==> src/rtl/spi_flash_rd_ctrl.sv <==
// Read-only SPI flash controller: issues READ (CMD + 24-bit address) in SPI mode 0
// and returns 1-4 data bytes packed little-endian with a single-cycle response pulse.
module spi_flash_rd_ctrl #(
  parameter int         DIV = 2,
  parameter logic [7:0] CMD = 8'h03
) (
  input  logic        sys_clk,
  input  logic        sys_rst,
  input  logic        req_valid,
  output logic        req_ready,
  input  logic [23:0] req_addr,
  input  logic        req_cs,
  input  logic [1:0]  req_len,
  output logic        rsp_valid,
  output logic [31:0] rsp_data,
  output logic        busy,
  output logic        spi_clk,
  output logic [1:0]  spi_cs,
  output logic        spi_mosi,
  input  logic        spi_miso
);

  typedef enum logic [1:0] {IDLE, SETUP, SHIFT, HOLD} state_t;

  localparam logic [7:0] DIV_LAST = 8'(DIV - 1);

  state_t      state_q, state_d;
  logic [7:0]  div_cnt_q, div_cnt_d;
  logic [5:0]  bit_cnt_q, bit_cnt_d;
  logic [31:0] shift_q, shift_d;
  logic [31:0] rx_q, rx_d;
  logic [1:0]  len_q, len_d;
  logic        spi_clk_q, spi_clk_d;
  logic [1:0]  spi_cs_q, spi_cs_d;
  logic        rsp_valid_q, rsp_valid_d;
  logic [31:0] rsp_data_q, rsp_data_d;

  logic       div_done;
  logic [5:0] last_bit;
  logic [4:0] rx_idx;

  assign div_done = (div_cnt_q == DIV_LAST);
  // Index of the final bit: 32 header bits plus 8 per requested byte.
  assign last_bit = 6'd39 + {1'b0, len_q, 3'b000};
  // Data bit d lands in byte d/8 at position 7 - d%8 (MSB first on the wire).
  assign rx_idx   = {bit_cnt_q[4:3], ~bit_cnt_q[2:0]};

  always_comb begin
    state_d     = state_q;
    div_cnt_d   = div_cnt_q;
    bit_cnt_d   = bit_cnt_q;
    shift_d     = shift_q;
    rx_d        = rx_q;
    len_d       = len_q;
    spi_clk_d   = spi_clk_q;
    spi_cs_d    = spi_cs_q;
    rsp_valid_d = 1'b0;
    rsp_data_d  = rsp_data_q;

    unique case (state_q)
      IDLE: begin
        spi_clk_d = 1'b0;
        spi_cs_d  = 2'b11;
        div_cnt_d = 8'd0;
        if (req_valid) begin
          state_d  = SETUP;
          shift_d  = {CMD, req_addr};
          len_d    = req_len;
          rx_d     = 32'd0;
          spi_cs_d = req_cs ? 2'b01 : 2'b10;
        end
      end
      SETUP: begin
        if (div_done) begin
          state_d   = SHIFT;
          div_cnt_d = 8'd0;
          bit_cnt_d = 6'd0;
        end else begin
          div_cnt_d = div_cnt_q + 8'd1;
        end
      end
      SHIFT: begin
        if (!div_done) begin
          div_cnt_d = div_cnt_q + 8'd1;
        end else begin
          div_cnt_d = 8'd0;
          if (!spi_clk_q) begin
            spi_clk_d = 1'b1;
          end else begin
            // End of high phase: sample MISO and advance MOSI on the falling edge.
            spi_clk_d = 1'b0;
            if (bit_cnt_q[5]) begin
              rx_d[rx_idx] = spi_miso;
            end
            shift_d = {shift_q[30:0], 1'b0};
            if (bit_cnt_q == last_bit) begin
              state_d = HOLD;
            end else begin
              bit_cnt_d = bit_cnt_q + 6'd1;
            end
          end
        end
      end
      HOLD: begin
        if (div_done) begin
          state_d     = IDLE;
          div_cnt_d   = 8'd0;
          spi_cs_d    = 2'b11;
          rsp_valid_d = 1'b1;
          rsp_data_d  = rx_q;
        end else begin
          div_cnt_d = div_cnt_q + 8'd1;
        end
      end
      default: state_d = IDLE;
    endcase
  end

  always_ff @(posedge sys_clk) begin
    if (sys_rst) begin
      state_q     <= IDLE;
      div_cnt_q   <= 8'd0;
      bit_cnt_q   <= 6'd0;
      shift_q     <= 32'd0;
      rx_q        <= 32'd0;
      len_q       <= 2'd0;
      spi_clk_q   <= 1'b0;
      spi_cs_q    <= 2'b11;
      rsp_valid_q <= 1'b0;
      rsp_data_q  <= 32'd0;
    end else begin
      state_q     <= state_d;
      div_cnt_q   <= div_cnt_d;
      bit_cnt_q   <= bit_cnt_d;
      shift_q     <= shift_d;
      rx_q        <= rx_d;
      len_q       <= len_d;
      spi_clk_q   <= spi_clk_d;
      spi_cs_q    <= spi_cs_d;
      rsp_valid_q <= rsp_valid_d;
      rsp_data_q  <= rsp_data_d;
    end
  end

  // The shift word's MSB is MOSI; it drains to zero before the data phase.
  assign spi_mosi  = shift_q[31];
  assign spi_clk   = spi_clk_q;
  assign spi_cs    = spi_cs_q;
  assign rsp_valid = rsp_valid_q;
  assign rsp_data  = rsp_data_q;
  assign busy      = (state_q != IDLE);
  assign req_ready = (state_q == IDLE) && !sys_rst;

endmodule

==> config.mk <==
export PLATFORM = sky130hd
export DESIGN_NAME = spi_flash_rd_ctrl
export DESIGN_NICKNAME = d
export VERILOG_FILES = /design/src/rtl/spi_flash_rd_ctrl.sv
export SDC_FILE = /design/constraint.sdc
export NUM_CORES = 1
export LEC_CHECK = 0
export ABC_AREA = 1
export BUFFER_PORTS_ARGS = -buffer_cell sky130_fd_sc_hd__buf_4
export CAP_MARGIN = 30
export CORE_ASPECT_RATIO = 1.1
export CORE_MARGIN = 1
export CORE_UTILIZATION = 50
export DETAILED_ROUTE_END_ITERATION = 8
export HOLD_SLACK_MARGIN = 0.08
export PLACE_DENSITY_LB_ADDON = 0.2
export SLEW_MARGIN = 40
export SYNTH_ARGS = -nofsm -noshare
export SYNTH_HDL_FRONTEND = slang
export SYNTH_SLANG_ARGS = --single-unit
==> constraint.sdc <==
create_clock -name sys_clk -period 4.25 [get_ports sys_clk]
set_clock_uncertainty 0.2 [all_clocks]
set_input_delay 0.425 -clock sys_clk [delete_from_list [all_inputs] [get_ports sys_clk]]
set_output_delay 0.425 -clock sys_clk [all_outputs]
set_load 0.005 [all_outputs]
== Word level (Yosys, flattened, before mapping) ==
Index checks and enable logic that the tools add are counted.
Word-level totals
  flip-flop bits (word level): 118
  bits of input ports: 31
  output and inout port bits: 39
  logic and storage cells: 82
Cells by class
  add/sub/neg operators: 3
  order comparisons: 2
  eq/ne operators: 13
  muxes and demuxes: 34
  bitwise gates (word level): 2
  reduce and logical (&&, ||, !) cells: 18
Operator list (number)
  $mux W32: 7
  $pmux W32 S2: 2
  $bwmux W32: 1
  $mux W6: 4
  $mux W2: 9
  $ne A2 B2 Y1 const B: 8
  $pmux W8 S2: 1
  $pmux W6 S2: 1
  $reduce_and A5 Y1: 2
  $add A8 B1 Y8 const B: 1
  $eq A8 B1 Y1 const B: 1
  $mux W8: 1
  $pmux W2 S4: 1
  $reduce_and A2 Y1: 4
  $reduce_bool A2 Y1: 4
  $add A6 B1 Y6 const B: 1
  $add A6 B5 Y6 const A: 1
  $eq A6 B6 Y1: 1
  $lt A5 B6 Y1 const B: 1
  $reduce_and A6 Y1: 1
  $demux W1 S5: 1
  $ge A5 B1 Y1 const B: 1
  $eq A2 B2 Y1 const B: 2
  $mux W1: 4
  11 further kinds: 12

== Logic depth before layout (Yosys ltp) ==
  word-level depth: 10
  gate-level depth with buffers: 11
  depth with buffers taken out: 11

== Least setup slack after synthesis ==
No wires, ideal clock.
  path kind: reg-to-reg
  from: register state_q[0]
  to: register rx_q[26]
  library setup time: 0.070 ns
  arrival: 1.546 ns
  required time: 3.980 ns
  slack: 2.434 ns
  cell stages (with the launch flop): 11
  buffers on the path: 1
  clock period less this slack: 1.816 ns
  cell sequence: dfxtp_1 -> inv_1 -> ha_1 -> inv_2 -> o21ai_1 -> inv_2 -> nand3_1 -> nor2_4 -> buf_4 -> nand2_1 -> a21oi_1
Between the ends
  cells in the longest elaborated chain, start to end: 3
  elaborated cells between the ends (all ways): 9
  classes of those cells: eq/ne (5); mux (1); reduce/logical (3)
Ends and longest elaborated chain
  start: declaration: RTL line 27  | state_t state_q, state_d;
  start signal: assignment: RTL line 132  | state_q <= state_d;
  $eq A2 B2 Y1 or $logic_not A2 Y1 (tied branches): RTL line 60  | unique case (state_q)
  $ne A2 B2 Y1 (no line) or $reduce_bool A2 Y1 (tied branches)
  $reduce_and A5 Y1 (no line)
  end signal: assignment: RTL line 136  | rx_q <= rx_d;
  end: declaration: RTL line 31  | logic [31:0] rx_q, rx_d;
Several ways; a longest one is shown, not always the timed one.
A chain may end at the register's enable or synchronous reset.

== Worst setup path after layout ==
  from: register state_q[0]
  to: register rx_q[23]
The elaborated chain is that of the path after synthesis.

==> results.ini <==
[synthesis]
syn_inst=830
yosysUniqueCellTypes=29
synth.area.top_cells=dfxtp_1 43%, nand2_1 17%, nor2_1 9.7%, o21ai_0 5.3%, a21oi_1 4.4%
yosysMostFrequentCell=nand2_1
synth-warning-count=0
synth_top_area_frac=0.4272
syn-num-nets=871
synth.largest_area_cell=dfxtp_1
synth_ff_type=dfxtp_1
synth_edf_count=0
synth_seq_cells=118
synthTopCellsByCount=247 x nand2_1, 143 x nor2_1, 118 x dfxtp_1
syn_area_per_cell_um2=6.662
synthArstFlopShare=0
seq_area_frac_synth=0.4272
synth_area_um2=5529

[global_routing]
overflow=0
grt_util_all_layers=0.2424
antenna_found_initial=0
use_met1=0.2867
grt_use_met2=0.4224
grt_pass1_vias=5009
grt_max_degree=46
gr-usage-met3=0.04857
grt_busiest_layer=met2
grt_pass1_wl_um=21960

[placement]
port_buffers=69
place.detailed.hpwl_um=8266
gp_congestion=0.8338
dp_slack_ns=1.255
place_inst=996

[layout]
syn2layout_area_growth_pct=18.65
fin_util=0.6195
n_antenna_cell=0
nNetsFinal=914
drive_above_1_share=0.1312
layoutNonFillerInstCount=1027

[route]
drc_errors=0
vias_per_cell=5.086
dr.first_iter.drc_count=194
vias=5223
ant_nets=0
wirelength_um=12470
drtPass1Iterations=4
post_drt_wl_per_cell_um=12.14

[cts]
clk_latency_ns=0.41
cts_buffers=17
cts_tree=yes
clockRootBuffer=clkbuf_16
clkTransAtPathRegs_ns=0.05
cts_resized=0
clock-sinks=118
clockBufferDepth=2
htree_levels=4

[setup_path]
arrival_ns=3.12
reg2reg_slack_ns=1.27
crit_type=reg2reg
cp.required_ns=4.39
start_kind=flop
end_kind=flop
path_max_fanout=35

[floorplan]
fp.dieH_um=112.3
fp.coreArea_um2=10590
rows=39
start_util=0.5222
io_pins=70
die-area_um2=11480
fp.dieW_um=102.3

[sta]
slew_headroom=0.5608
drv_slew=0
final.hold.worst_slack_ns=0.1299
worst_pin_slew_ns=0.6573
period_needed_ns=2.982
clock.fmax_mhz=335.3
fin_crit_sh=0.7017
rsz0062_at_grt=false
fin_ws_ns=1.268
fin_setup_tns_ns=0
setup_viol=0
finalHoldViolations=0

[power]
ir_worst_vdd_mv=0.3588
power_density_nw_per_um2=646.9
leakage_nw=3.162

[run]
maxCapViolations=0

[min_path]
min_path_type=in2reg

[status]
outcome=finished, final reports clean

==> worst max-delay path: stages (launching register included) <==
cell and delay (ns):
dfxtp_1 0.38, inv_1 0.09, ha_2 0.36, nand2_1 0.15, o21ai_1 0.08, inv_2 0.44, nand3_1 0.29, nor2_4 0.58
nand2_1 0.12, a21oi_1 0.19
==> cells by family (layout without fill, tap and decap cells) <==
logic type	after synthesis	in the layout	share of synthesized area
AO/OA/AOI/OAI	114	114	0.1057
adder cells (fa/ha/maj)	10	10	0.02263
buffers and inverters	115	169	0.08712
flip-flops	118	118	0.4272
AND/OR/NAND/NOR	473	473	0.3573
==> area by class of cell <==
type	instances	area, µm²
timing repair buffer	75	565.5
inverter	64	240.2
tap	143	178.9
clock buffer	25	475.5
multi-input combinational	597	2688
clock inverter	5	50.05
fill	1000	4029
sequential	118	2362
==> per-layer routing <==
| layer | up-vias | routed length [µm] |
|---|---|---|
| li1 | 2721 | - |
| met1 | 2370 | 5721 |
| met2 | 112 | 6025 |
| met3 | 20 | 482 |
| met4 | 0 | 237 |
| met5 | - | 0 |
==> registers in the layout, indices dropped and copies added, names as in the netlist <==
name / flops
bit_cnt_q: 6
rx_q: 32
shift_q: 32
rsp_data: 32
len_q: 2
spi_clk: 1
spi_cs: 2
div_cnt_q: 8
state_q: 2
rsp_valid: 1
==> placed cells by master (no fill, tap or decap), types with 2 or more instances in the layout <==
cell,n
o21ai_0,58
nand2_1,247
ha_1,9
inv_2,8
a21oi_1,49
clkbuf_1,6
dfxtp_1,118
o21ai_1,5
nand2_2,2
nand3_1,25
buf_4,74
nor3b_1,3
nand4_1,38
nor3_1,6
nor2_4,2
clkbuf_16,17
clkinv_2,4
inv_1,56
nor2_1,143
clkbuf_8,2
==> timing repair <==
action                                  4_1_cts  5_1_grt
endpoints found under the hold margin         1        0
hold buffers                                  1        0
buffers inserted                              0        0
endpoints found under the setup margin        0        0
==> per-stage QoR <==
step / total power, W / cell area (µm²)
floorplan: 0.002704 / 5529
global placement: 0.002922 / 6025
detailed placement: 0.002980 / 6025
CTS: 0.004277 / 6560
global route: 0.004577 / 6560
finish: 0.004244 / 6560
==> final timing paths <==
check | cells after the start | startpoint | end
setup / recovery | 9 | state_q[0] | rx_q[23]
hold / removal | 3 | req_len[0] | len_q[0]
setup reg to reg | 9 | state_q[0] | rx_q[23]
hold reg to reg | 2 | spi_cs[1] | spi_cs[1]
==> power breakdown <==
group / total, W / internal, W / switching (W)
Sequential: 0.00137 / 0.00128 / 0.0000928
Clock: 0.00128 / 0.000821 / 0.000462
Combinational: 0.00159 / 0.000519 / 0.00107
Power figures use the tool's default switching activity.
